File: config.mk
export PLATFORM = sky130hd
export DESIGN_NAME = i2c_req_arbiter_flat
export DESIGN_NICKNAME = d
export VERILOG_FILES = /design/src/rtl/i2c_req_arbiter_if.sv /design/src/rtl/i2c_req_arbiter.sv /design/src/flat_wrapper.sv
export SDC_FILE = /design/constraint.sdc
export NUM_CORES = 1
export LEC_CHECK = 0
export BUFFER_PORTS_ARGS = -buffer_cell sky130_fd_sc_hd__buf_2
export CAP_MARGIN = 20
export CORE_MARGIN = 2
export CORE_UTILIZATION = 35
export CTS_CLUSTER_DIAMETER = 40
export CTS_CLUSTER_SIZE = 24
export DETAILED_ROUTE_END_ITERATION = 10
export GPL_ROUTABILITY_DRIVEN = 0
export GPL_TIMING_DRIVEN = 0
export PLACE_DENSITY = 0.54
export RECOVER_POWER = 100
export SLEW_MARGIN = 15
export SYNTH_ARGS = -nofsm -noshare
export SYNTH_HDL_FRONTEND = slang
export SYNTH_SLANG_ARGS = --single-unit
File: constraint.sdc
create_clock -name clk -period 2.5 [get_ports clk]
set_input_delay 0 -clock clk [delete_from_list [all_inputs] [get_ports clk]]
set_output_delay 0 -clock clk [all_outputs]
set_load 0.1 [all_outputs]
File: src/rtl/i2c_req_arbiter_if.sv
// Bundle between the requester-side clients, the arbiter and the i2c_master.
//   req/req_addr/req_dat/req_two : per-requester request level and write payload
//   gnt/done/err                 : one-hot grant and completion/abort pulses
//   m_start/m_restart/m_addr/m_dat : commands to the i2c_master
//   m_busy/m_running             : status from the i2c_master
// The master modport is the arbiter's view; slave is the environment's view.
interface i2c_req_arbiter_if #(
  parameter int unsigned NREQ = 2
);
  logic [NREQ-1:0]    req;
  logic [8*NREQ-1:0]  req_addr;
  logic [16*NREQ-1:0] req_dat;
  logic [NREQ-1:0]    req_two;
  logic [NREQ-1:0]    gnt;
  logic               done;
  logic               err;
  logic               m_start;
  logic               m_restart;
  logic [7:0]         m_addr;
  logic [7:0]         m_dat;
  logic               m_busy;
  logic               m_running;

  modport master (
    input  req, req_addr, req_dat, req_two, m_busy, m_running,
    output gnt, done, err, m_start, m_restart, m_addr, m_dat
  );

  modport slave (
    output req, req_addr, req_dat, req_two, m_busy, m_running,
    input  gnt, done, err, m_start, m_restart, m_addr, m_dat
  );
endinterface

File: src/rtl/i2c_req_arbiter.sv
// Round-robin arbiter sharing one i2c_master between NREQ requesters. The winner's payload is
// latched at grant and the master is sequenced through START, address byte, 1 or 2 data bytes,
// STOP. Completion is signalled with a done pulse, a stalled wait state with an err pulse.
//   clk, rst : system clock, synchronous active-high reset
//   bus_io   : requester handshake (req/payload in, gnt/done/err out) and i2c_master
//              command/status (m_start/m_restart/m_addr/m_dat out, m_busy/m_running in)
// All outputs are registered.
module i2c_req_arbiter #(
  parameter int unsigned NREQ = 2,
  parameter int unsigned TOUT = 4096,
  parameter int unsigned TW   = 13
) (
  input  logic              clk,
  input  logic              rst,
  i2c_req_arbiter_if.master bus_io
);

  localparam int unsigned PW = (NREQ > 1) ? $clog2(NREQ) : 1;

  typedef enum logic [2:0] {StIdle, StArb, StStart, StByte, StStop, StFin} state_e;

  state_e          state_q, state_d;
  logic [PW-1:0]   rr_q, rr_d;
  logic [PW-1:0]   win_q, win_d;
  logic [NREQ-1:0] gnt_q, gnt_d;
  logic            done_q, done_d;
  logic            err_q, err_d;
  logic            m_start_q, m_start_d;
  logic [7:0]      m_addr_q, m_addr_d;
  logic [7:0]      m_dat_q, m_dat_d;
  logic [7:0]      dat2_q, dat2_d;
  logic            two_q, two_d;
  logic [1:0]      cnt_q, cnt_d;
  logic [TW-1:0]   tmr_q, tmr_d;
  logic            busy_q;

  logic            busy_fall, busy_edge, tout;
  logic            pick_vld;
  logic [PW-1:0]   pick_idx;
  logic [7:0]      pick_addr;
  logic [15:0]     pick_dat;
  logic            pick_two;

  assign busy_fall = busy_q & ~bus_io.m_busy;
  assign busy_edge = busy_q ^ bus_io.m_busy;
  // Fires on the cycle the counter would reach TOUT.
  assign tout      = (tmr_q == TW'(TOUT - 1));

  // Round-robin pick: lowest set request at/after rr_q, else lowest set request overall (wrap).
  always_comb begin
    logic          hi_vld;
    logic [PW-1:0] hi_idx, lo_idx;
    hi_vld = 1'b0;
    hi_idx = '0;
    lo_idx = '0;
    for (int i = int'(NREQ) - 1; i >= 0; i--) begin
      if (bus_io.req[i]) begin
        lo_idx = PW'(i);
        if (PW'(i) >= rr_q) begin
          hi_vld = 1'b1;
          hi_idx = PW'(i);
        end
      end
    end
    pick_vld  = |bus_io.req;
    pick_idx  = hi_vld ? hi_idx : lo_idx;
    pick_addr = '0;
    pick_dat  = '0;
    pick_two  = 1'b0;
    for (int i = 0; i < int'(NREQ); i++) begin
      if (PW'(i) == pick_idx) begin
        pick_addr = bus_io.req_addr[8*i +: 8];
        pick_dat  = bus_io.req_dat[16*i +: 16];
        pick_two  = bus_io.req_two[i];
      end
    end
  end

  always_comb begin
    state_d   = state_q;
    rr_d      = rr_q;
    win_d     = win_q;
    gnt_d     = gnt_q;
    done_d    = 1'b0;
    err_d     = 1'b0;
    m_start_d = m_start_q;
    m_addr_d  = m_addr_q;
    m_dat_d   = m_dat_q;
    dat2_d    = dat2_q;
    two_d     = two_q;
    cnt_d     = cnt_q;

    unique case (state_q)
      StIdle: begin
        if (|bus_io.req) state_d = StArb;
      end
      StArb: begin
        if (pick_vld) begin
          win_d     = pick_idx;
          gnt_d     = NREQ'(1) << pick_idx;
          m_addr_d  = pick_addr;
          m_dat_d   = pick_dat[7:0];
          dat2_d    = pick_dat[15:8];
          two_d     = pick_two;
          cnt_d     = '0;
          m_start_d = 1'b1;
          state_d   = StStart;
        end else begin
          state_d = StIdle;
        end
      end
      StStart: begin
        if (tout) begin
          m_start_d = 1'b0;
          err_d     = 1'b1;
          state_d   = StFin;
        end else if (bus_io.m_running) begin
          state_d = StByte;
        end
      end
      StByte: begin
        if (tout) begin
          m_start_d = 1'b0;
          err_d     = 1'b1;
          state_d   = StFin;
        end else if (busy_fall) begin
          // cnt_q counts completed bytes before this edge; address byte is byte 0.
          if (cnt_q == (two_q ? 2'd2 : 2'd1)) begin
            m_start_d = 1'b0;
            state_d   = StStop;
          end else begin
            cnt_d = cnt_q + 2'd1;
            if (cnt_q == 2'd1 && two_q) m_dat_d = dat2_q;
          end
        end
      end
      StStop: begin
        if (tout) begin
          err_d   = 1'b1;
          state_d = StFin;
        end else if (!bus_io.m_running) begin
          done_d  = 1'b1;
          state_d = StFin;
        end
      end
      StFin: begin
        gnt_d   = '0;
        rr_d    = (win_q == PW'(NREQ - 1)) ? '0 : win_q + 1'b1;
        state_d = StIdle;
      end
      default: state_d = StIdle;
    endcase
  end

  always_comb begin
    if (state_d != state_q || busy_edge ||
        !(state_q inside {StStart, StByte, StStop})) begin
      tmr_d = '0;
    end else begin
      tmr_d = tmr_q + 1'b1;
    end
  end

  always_ff @(posedge clk) begin
    if (rst) begin
      state_q   <= StIdle;
      rr_q      <= '0;
      win_q     <= '0;
      gnt_q     <= '0;
      done_q    <= 1'b0;
      err_q     <= 1'b0;
      m_start_q <= 1'b0;
      m_addr_q  <= '0;
      m_dat_q   <= '0;
      dat2_q    <= '0;
      two_q     <= 1'b0;
      cnt_q     <= '0;
      tmr_q     <= '0;
      busy_q    <= 1'b0;
    end else begin
      state_q   <= state_d;
      rr_q      <= rr_d;
      win_q     <= win_d;
      gnt_q     <= gnt_d;
      done_q    <= done_d;
      err_q     <= err_d;
      m_start_q <= m_start_d;
      m_addr_q  <= m_addr_d;
      m_dat_q   <= m_dat_d;
      dat2_q    <= dat2_d;
      two_q     <= two_d;
      cnt_q     <= cnt_d;
      tmr_q     <= tmr_d;
      busy_q    <= bus_io.m_busy;
    end
  end

  assign bus_io.gnt       = gnt_q;
  assign bus_io.done      = done_q;
  assign bus_io.err       = err_q;
  assign bus_io.m_start   = m_start_q;
  assign bus_io.m_restart = 1'b0;
  assign bus_io.m_addr    = m_addr_q;
  assign bus_io.m_dat     = m_dat_q;

endmodule

File: src/flat_wrapper.sv
// flat-port wrapper written by rule: the top's interface ports become plain ports
module i2c_req_arbiter_flat 
#(
  parameter int unsigned NREQ = 2,
  parameter int unsigned TOUT = 4096,
  parameter int unsigned TW   = 13
)
  (clk, rst, bus_io_req, bus_io_req_addr, bus_io_req_dat, bus_io_req_two, bus_io_m_busy, bus_io_m_running, bus_io_gnt, bus_io_done, bus_io_err, bus_io_m_start, bus_io_m_restart, bus_io_m_addr, bus_io_m_dat);
  i2c_req_arbiter_if #(.NREQ(NREQ)) bus_io_i ();
  input  logic clk;
  input  logic rst;
  input wire logic [$bits(bus_io_i.req)-1:0] bus_io_req;
  input wire logic [$bits(bus_io_i.req_addr)-1:0] bus_io_req_addr;
  input wire logic [$bits(bus_io_i.req_dat)-1:0] bus_io_req_dat;
  input wire logic [$bits(bus_io_i.req_two)-1:0] bus_io_req_two;
  input wire logic [$bits(bus_io_i.m_busy)-1:0] bus_io_m_busy;
  input wire logic [$bits(bus_io_i.m_running)-1:0] bus_io_m_running;
  output wire logic [$bits(bus_io_i.gnt)-1:0] bus_io_gnt;
  output wire logic [$bits(bus_io_i.done)-1:0] bus_io_done;
  output wire logic [$bits(bus_io_i.err)-1:0] bus_io_err;
  output wire logic [$bits(bus_io_i.m_start)-1:0] bus_io_m_start;
  output wire logic [$bits(bus_io_i.m_restart)-1:0] bus_io_m_restart;
  output wire logic [$bits(bus_io_i.m_addr)-1:0] bus_io_m_addr;
  output wire logic [$bits(bus_io_i.m_dat)-1:0] bus_io_m_dat;
  assign bus_io_i.req = bus_io_req;
  assign bus_io_i.req_addr = bus_io_req_addr;
  assign bus_io_i.req_dat = bus_io_req_dat;
  assign bus_io_i.req_two = bus_io_req_two;
  assign bus_io_i.m_busy = bus_io_m_busy;
  assign bus_io_i.m_running = bus_io_m_running;
  assign bus_io_gnt = bus_io_i.gnt;
  assign bus_io_done = bus_io_i.done;
  assign bus_io_err = bus_io_i.err;
  assign bus_io_m_start = bus_io_i.m_start;
  assign bus_io_m_restart = bus_io_i.m_restart;
  assign bus_io_m_addr = bus_io_i.m_addr;
  assign bus_io_m_dat = bus_io_i.m_dat;
  i2c_req_arbiter #(.NREQ(NREQ), .TOUT(TOUT), .TW(TW)) u_core (.clk(clk), .rst(rst), .bus_io(bus_io_i));
endmodule
==> results of run 1 <==
## sequential cells by signal (all words and copies together) (netlist names)
register	cells
u_core.cnt_q	2
u_core.bus_io.m_addr	8
u_core.bus_io.err	1
u_core.bus_io.gnt	2
u_core.bus_io.done	1
u_core.tmr_q	13
u_core.dat2_q	8
u_core.two_q	1
u_core.state_q	3
u_core.bus_io.m_dat	8
u_core.bus_io.m_start	1
u_core.win_q	1
u_core.rr_q	1
u_core.busy_q	1
## layer usage
| layer | wire length, um | share of wire [%] |
|---|---|---|
| met2 | 2760 | 45 |
| met1 | 2950 | 48 |
| met5 | 0 | 0 |
| met4 | 69 | 1.1 |
| met3 | 374 | 6.1 |
## how the worst max path moves through the flow
stage / from / to / slack (ps) / cells after the start
final: u_core.state_q[0] / u_core.two_q / 150 / 7
after detailed placement: u_core.tmr_q[0] / u_core.bus_io.m_dat[4] / 320 / 6
after global routing: u_core.state_q[0] / u_core.dat2_q[7] / 1 / 7
after floorplan: u_core.tmr_q[0] / u_core.tmr_q[10] / 630 / 7
after global placement: u_core.tmr_q[0] / u_core.tmr_q[11] / 310 / 7
after CTS: u_core.state_q[0] / u_core.two_q / 140 / 7
## metrics by stage
step	util, %	setup slack, ps	power, W
2_1_floorplan	-	635	0.00130
3_3_place_gp	43.4	311	0.00142
3_5_place_dp	43.4	322	0.00142
4_1_cts	47.6	142	0.00194
5_1_grt	47.1	1.27	0.00201
6_report	47.1	154	0.00191
## kinds of logic (layout without fill, tap and decap cells)
kind of cell / count (synthesis) / in the layout / share of synthesized area (%)
xor+xnor: 10 / 10 / 3.57
flops: 51 / 51 / 41.7
other cells: 1 / 1 / 0.153
compound gates: 49 / 49 / 15.0
simple gates: 111 / 111 / 22.7
buf+inv: 25 / 127 / 4.65
fa+ha+maj: 3 / 3 / 1.53
mux: 26 / 26 / 10.7
## power breakdown
part / internal [W] / total [W] / switching, W
clock network: 0.000218 / 0.000485 / 0.000267
registers: 0.000861 / 0.000892 / 0.0000308
logic: 0.000161 / 0.000531 / 0.000370
total: 0.00124 / 0.00191 / 0.000669
## timing repair
action / in CTS / in global routing
hold endpoints to repair: 11 / 0
hold buffers: 20 / 0
endpoints found under the setup margin: 0 / 4
resized for setup: 0 / 2
## cells in the final DEF (no fill, tap or decap), drive strengths merged, types with 3 or more instances in the layout
master       count
buf             62
dfxtp           51
clkbuf          37
nand2           29
nor2            27
mux2i           24
dlygate4sd3     20
nand3           14
nor3            14
a211oi          10
a31oi           10
nand2b           9
a21oi            8
a211o            8
inv              7
xnor2            6
o21ai            5
nand4            4
xor2             4
nor2b            3
ha               3
nor4             3
## worst reg2reg max path, stage by stage (launching register included)
cell	delay, ps
dfxtp_1	480
nor3b_1	330
o21a_1	160
buf_2	230
buf_2	260
nand3_1	110
a31oi_1	160
dlygate4sd3_1	550
## area by class of cell
| cell class | instances | area share, % |
|---|---|---|
| sequential | 51 | 31.9 |
| clock buffer | 6 | 2.58 |
| tap | 96 | 3.75 |
| inverter | 7 | 0.821 |
| timing repair buffer | 95 | 17.2 |
| clock inverter | 1 | 0.156 |
| multi-input combinational | 200 | 40.8 |
| buffer | 18 | 2.78 |
==> flow_summary_export.csv, run 1 <==
group,metric,value,unit
status,status,"finished clean",
floorplanning,num_io_pins,78,
clocking,numCtsBuffers,5,
drt,vias,2287,
place,dp_hpwl,4480,um
clocking,cts_sinks,51,
floorplanning,core,6790,um^2
drt,routed_wl,6160,um
sta,fin_tns_setup,0,ps
setup_path,critPathLaunchType,"register",
setup_path,rr_worst_depth,7,
setup_path,crit_top_cell,"buf_2",
setup_path,r2r-start,"u_core.state_q[0]",
sta,tightest_slew,1190,ps
hold_path,whs_path_depth,3,
sta,whs,51.3,ps
setup_path,critical_path_arrival,2590,ps
sta,fin_crit_sh,93.8,%
job,max_cap_violations,0,
logic_synthesis,synth_top_area_share,41.7,%
floorplanning,die_h,87.7,um
logic_synthesis,yosys-top-cells-area,"dfxtp_1 42%, mux2i_1 9.8%, nand2_1 4.4%",
final_layout,finalNonFillerCells,474,
logic_synthesis,yosysMostFrequentCell,"dfxtp_1",
global_routing,grt_pass1_vias,2112,
setup_path,end_kind,"register",
final_layout,syn2layout_area_growth,30.6,%
clocking,post_cts_buffers,0,
sta,fin_skew,6.90,ps
logic_synthesis,synthCells,276,
pwr,powerDensity,597,nW/um^2
sta,hold_viol,0,
logic_synthesis,synth_top_area_cell,"dfxtp_1",
final_layout,seqCellArea,1020,um^2
drt,via_per_inst,4.82,
pwr,worst_ir_drop_vdd,0.000239,V
logic_synthesis,ys_ff_latch,51,
sta,slew_headroom,21.2,%
setup_path,cp_num_buf_inv,3,
setup_path,worstSetupPathType,"reg -> reg",
drt,wire_per_inst,13.0,um
final_layout,drive_gt1_share,21.4,%
global_routing,gr-usage-met1,23.4,%
global_routing,grt_util_all_layers,16.8,%
hold_path,worstHoldStart,"bus_io_req_dat[30]",
sta,fmax,426,MHz
hold_path,hp-class,"in -> reg",
global_routing,grt_max_degree,15,
final_layout,nFillCells,706,
global_routing,grt_pass1_wl,10100,um
hold_path,whs_endpoint,"u_core.dat2_q[6]",
setup_path,worst_path_max_delay_cell,"dlygate4sd3_1",
setup_path,max_stage_delay,550,ps
pwr,p_leak,1.35,nW
logic_synthesis,yosysSeqAreaShare,41.7,%
logic_synthesis,syn_nets,335,
final_layout,multiInputGateArea,1310,um^2
global_routing,antenna_found_initial,0,
drt,drc_errors,0,
global_routing,grt-busiest-layer,"met2",
drt,drt_iter0_drc,103,
floorplanning,die_area,7690,um^2
logic_synthesis,synthTopCellsByCount,"51 x dfxtp_1, 29 x nand2_1, 26 x nor2_1, 24 x mux2i_1",
setup_path,cp_top_family,"buffers and inverters",
sta,drv_slew,0,
global_routing,use_met3,5.09,%
logic_synthesis,synth_edf_count,0,
setup_path,reg2reg_setup_slack,150,ps
logic_synthesis,avgSynthCellArea,8.88,um^2
setup_path,timing.rr.end,"u_core.two_q",
final_layout,nets,437,
floorplanning,initial_core_util,36.1,%
place,placedCellCount,447,
logic_synthesis,synthesis.area,2450,um^2
sta,finalSetupViolCount,0,
place,port_buffers,75,
clocking,clock_latency,300,ps
setup_path,cp.required,2750,ps
clocking,cts_htree_levels,2,
logic_synthesis,yosysWarnings,0,
clocking,cts_buffer_depth,2,
setup_path,cp_max_fo,10,
clocking,root_buffer,"clkbuf_8",
floorplanning,rows,30,
clocking,cts_tree,"built",
final_layout,fin_area,3200,um^2
sta,rsz0062_at_grt,"false",
logic_synthesis,synth_ff_type,"dfxtp_1",
global_routing,grt_overflow_total,0,
floorplanning,die_width,87.7,um
logic_synthesis,ys_types,44,
drt,dr.pass1.iters,4,
global_routing,met2_usage,25.5,%
place,place_area,2950,um^2
drt,ant_nets,0,
setup_path,crit_chain,"nor3b_1, o21a_1, buf_2, buf_2, nand3_1, a31oi_1, dlygate4sd3_1",
final_layout,diodes,0,
sta,period_needed,2350,ps
logic_synthesis,async_reset_ff_share,0,%
clocking,clk_pin_slew,90,ps
No activity file was read; power rests on OpenSTA's default activity.
==> run 2: changes to the inputs <==
--- a/config.mk
+++ b/config.mk
@@ -5,6 +5,7 @@
 export SDC_FILE = /design/constraint.sdc
 export NUM_CORES = 1
 export LEC_CHECK = 0
+export ABC_AREA = 1
 export BUFFER_PORTS_ARGS = -buffer_cell sky130_fd_sc_hd__buf_2
 export CAP_MARGIN = 20
 export CORE_MARGIN = 2
@@ -13,7 +14,6 @@
 export CTS_CLUSTER_SIZE = 24
 export DETAILED_ROUTE_END_ITERATION = 10
 export GPL_ROUTABILITY_DRIVEN = 0
-export GPL_TIMING_DRIVEN = 0
 export PLACE_DENSITY = 0.54
 export RECOVER_POWER = 100
 export SLEW_MARGIN = 15
==> run 2 against run 1 <==
Highest routed layer unchanged. Clock skew decreased by 0.68 ps. Routed wire length increased by 4.3%. Non-clock buffer count increased by 1. Sequential share of layout area decreased by 1.8 points. Combinational power increased by 38%. Area after synthesis increased by 5.6%. Critical endpoint is now u_core.bus_io.m_addr[1]. Critical path depth unchanged. Power increased by 11%. Via count increased by 11%. Clock power decreased by 4%. Cell count increased by 17%.
==> flow_summary_export.csv, run 2 <==
group,metric,value,unit
global_routing,grt_max_degree,24,
setup_path,critical_path_arrival,2390,ps
setup_path,max_stage_delay,570,ps
sta,period_needed,2140,ps
drt,drc_errors,0,
pwr,p_leak,1.43,nW
sta,slew_headroom,21.8,%
clocking,root_buffer,"clkbuf_8",
global_routing,grt_util_all_layers,16.3,%
sta,drv_slew,0,
place,place_area,3020,um^2
pwr,worst_ir_drop_vdd,0.000279,V
global_routing,grt_overflow_total,0,
logic_synthesis,synth_top_area_cell,"dfxtp_1",
setup_path,critPathLaunchType,"register",
drt,dr.pass1.iters,4,
logic_synthesis,ys_ff_latch,51,
clocking,clock_latency,300,ps
clocking,post_cts_buffers,0,
drt,via_per_inst,4.57,
logic_synthesis,yosysWarnings,0,
logic_synthesis,ys_types,36,
logic_synthesis,synthMuxAreaShare,0,%
job,max_cap_violations,0,
logic_synthesis,synthesis.area,2590,um^2
status,status,"finished clean",
logic_synthesis,synthTopCellsByCount,"84 x nand2_1, 51 x dfxtp_1, 36 x a21oi_1, 27 x nor2_1, 22 x inv_1",
sta,hold_viol,0,
setup_path,crit_chain,"nand2_1, nor2_1, nand2_4, nor2_4, nand2_1, a31oi_1, dlygate4sd3_1",
floorplanning,rows,31,
logic_synthesis,synth_edf_count,0,
logic_synthesis,synth_top_area_share,39.5,%
drt,wire_per_inst,11.6,um
sta,fin_tns_setup,0,ps
setup_path,worst_path_max_delay_cell,"dlygate4sd3_1",
hold_path,worstHoldStart,"rst",
setup_path,cp.required,2750,ps
setup_path,r2r-start,"u_core.state_q[0]",
global_routing,grt_pass1_vias,2488,
clocking,cts_buffer_depth,2,
setup_path,worstSetupPathType,"reg -> reg",
sta,fin_crit_sh,85.6,%
logic_synthesis,synth-compound-area-share,14.0,%
clocking,cts_sinks,51,
drt,routed_wl,6420,um
logic_synthesis,yosysMostFrequentCell,"nand2_1",
logic_synthesis,synth_ff_type,"dfxtp_1",
sta,finalSetupViolCount,0,
final_layout,syn2layout_area_growth,31.1,%
floorplanning,num_io_pins,78,
drt,ant_nets,0,
final_layout,nets,513,
setup_path,cp_max_fo,23,
final_layout,regMostFlops,"u_core.tmr_q",
sta,whs,78.8,ps
logic_synthesis,syn_nets,405,
sta,final.setup.worst_slack,359,ps
pwr,finalPower,0.00212,W
setup_path,worstSetupStartpoint,"u_core.state_q[0]",
final_layout,drive_gt1_share,22.9,%
final_layout,diodes,0,
logic_synthesis,yosys-top-cells-area,"dfxtp_1 39%, nand2_1 12%, a21oi_1 7.0%",
final_layout,final_common_cell,"nand2_1",
floorplanning,initial_core_util,35.9,%
final_layout,final_cell_mix,"84 x nand2_1, 55 x buf_2, 51 x dfxtp_1",
final_layout,fin_area,3390,um^2
drt,vias,2530,
floorplanning,die_width,90.0,um
hold_path,hp-class,"in -> reg",
final_layout,nFillCells,759,
logic_synthesis,synthCells,346,
setup_path,reg2reg_setup_slack,360,ps
floorplanning,core,7210,um^2
floorplanning,die_area,8100,um^2
final_layout,multiInputGateArea,1330,um^2
sta,fin_skew,6.23,ps
logic_synthesis,async_reset_ff_share,0,%
logic_synthesis,avgSynthCellArea,7.48,um^2
place,port_buffers,76,
setup_path,crit_top_cell,"nand2_1",
place,dp_hpwl,4500,um
clocking,clk_pin_slew,90,ps
setup_path,end_kind,"register",
place,pre_cts_ws,683,ps
global_routing,grt_pass1_wl,11000,um
sta,tightest_slew,1180,ps
logic_synthesis,synthSimpleGateAreaFrac,34.4,%
logic_synthesis,synthAdderAreaFrac,1.45,%
clocking,cts_htree_levels,2,
sta,fmax,467,MHz
final_layout,largest_reg_flops,13,
clocking,cts_tree,"built",
sta,rsz0062_at_grt,"false",
floorplanning,die_h,90.0,um
final_layout,seqCellArea,1020,um^2
clocking,numCtsBuffers,5,
pwr,powerDensity,624,nW/um^2
logic_synthesis,synth_top_family_by_area,"simple AND/OR/NAND/NOR gates",
logic_synthesis,synth_xor_area_share,3.38,%
drt,drt_iter0_drc,85,
logic_synthesis,yosysSeqAreaShare,39.5,%
global_routing,antenna_found_initial,0,
-- run 2: kinds of logic after synthesis --
kind of cell    Yosys count
flops                    51
buf+inv                  40
xor+xnor                 10
other cells               1
compound gates           67
simple gates            174
fa+ha+maj                 3
-- run 2: cell type report --
class / count / area share, %
inverter: 27 / 3.13
clock inverter: 3 / 0.442
timing repair buffer: 114 / 21.5
sequential: 51 / 30.1
multi-input combinational: 255 / 39.2
clock buffer: 5 / 2.03
tap: 99 / 3.65
-- run 2: through the flow --
stage	std cells	utilization (%)
after floorplan	346	-
after global placement	510	41.9
after detailed placement	510	41.9
after CTS	554	48.1
after global routing	554	47.0
final	554	47.0
-- run 2: what timing repair did --
action | in CTS | in global routing
endpoints found under the hold margin | 19 | 0
resized for setup | 0 | 3
hold buffers | 36 | 0
setup endpoints to repair | 0 | 11
-- run 2: worst paths after layout --
kind,endpoint,cells past startpoint
setup reg to reg,u_core.bus_io.m_addr[1],7
setup / recovery,u_core.bus_io.m_addr[1],7
hold / removal,u_core.bus_io.gnt[0],2
hold reg to reg,u_core.rr_q,1
-- run 2: where the power goes --
| part | switching [W] | internal [W] | total (W) |
|---|---|---|---|
| registers | 0.0000398 | 0.000880 | 0.000919 |
| clock network | 0.000274 | 0.000192 | 0.000466 |
| logic | 0.000531 | 0.000200 | 0.000731 |
| total | 0.000845 | 0.00127 | 0.00212 |
-- run 2: worst max-delay path: cells and delay by family (launching register included) --
kind / cells / cell delay (ps)
AO/OA/AOI/OAI: 1 / 170
AND/OR/NAND/NOR: 5 / 930
flip-flops: 1 / 410
buffers and inverters: 1 / 570
-- run 2: metal layers --
metal,global-route usage (%),vias up,share of wire (%)
met2,26.9,56,45
met4,4.23,0,1.2
met5,0,-,0
li1,-,1337,-
met1,21.4,1129,49
met3,3.86,8,4.2
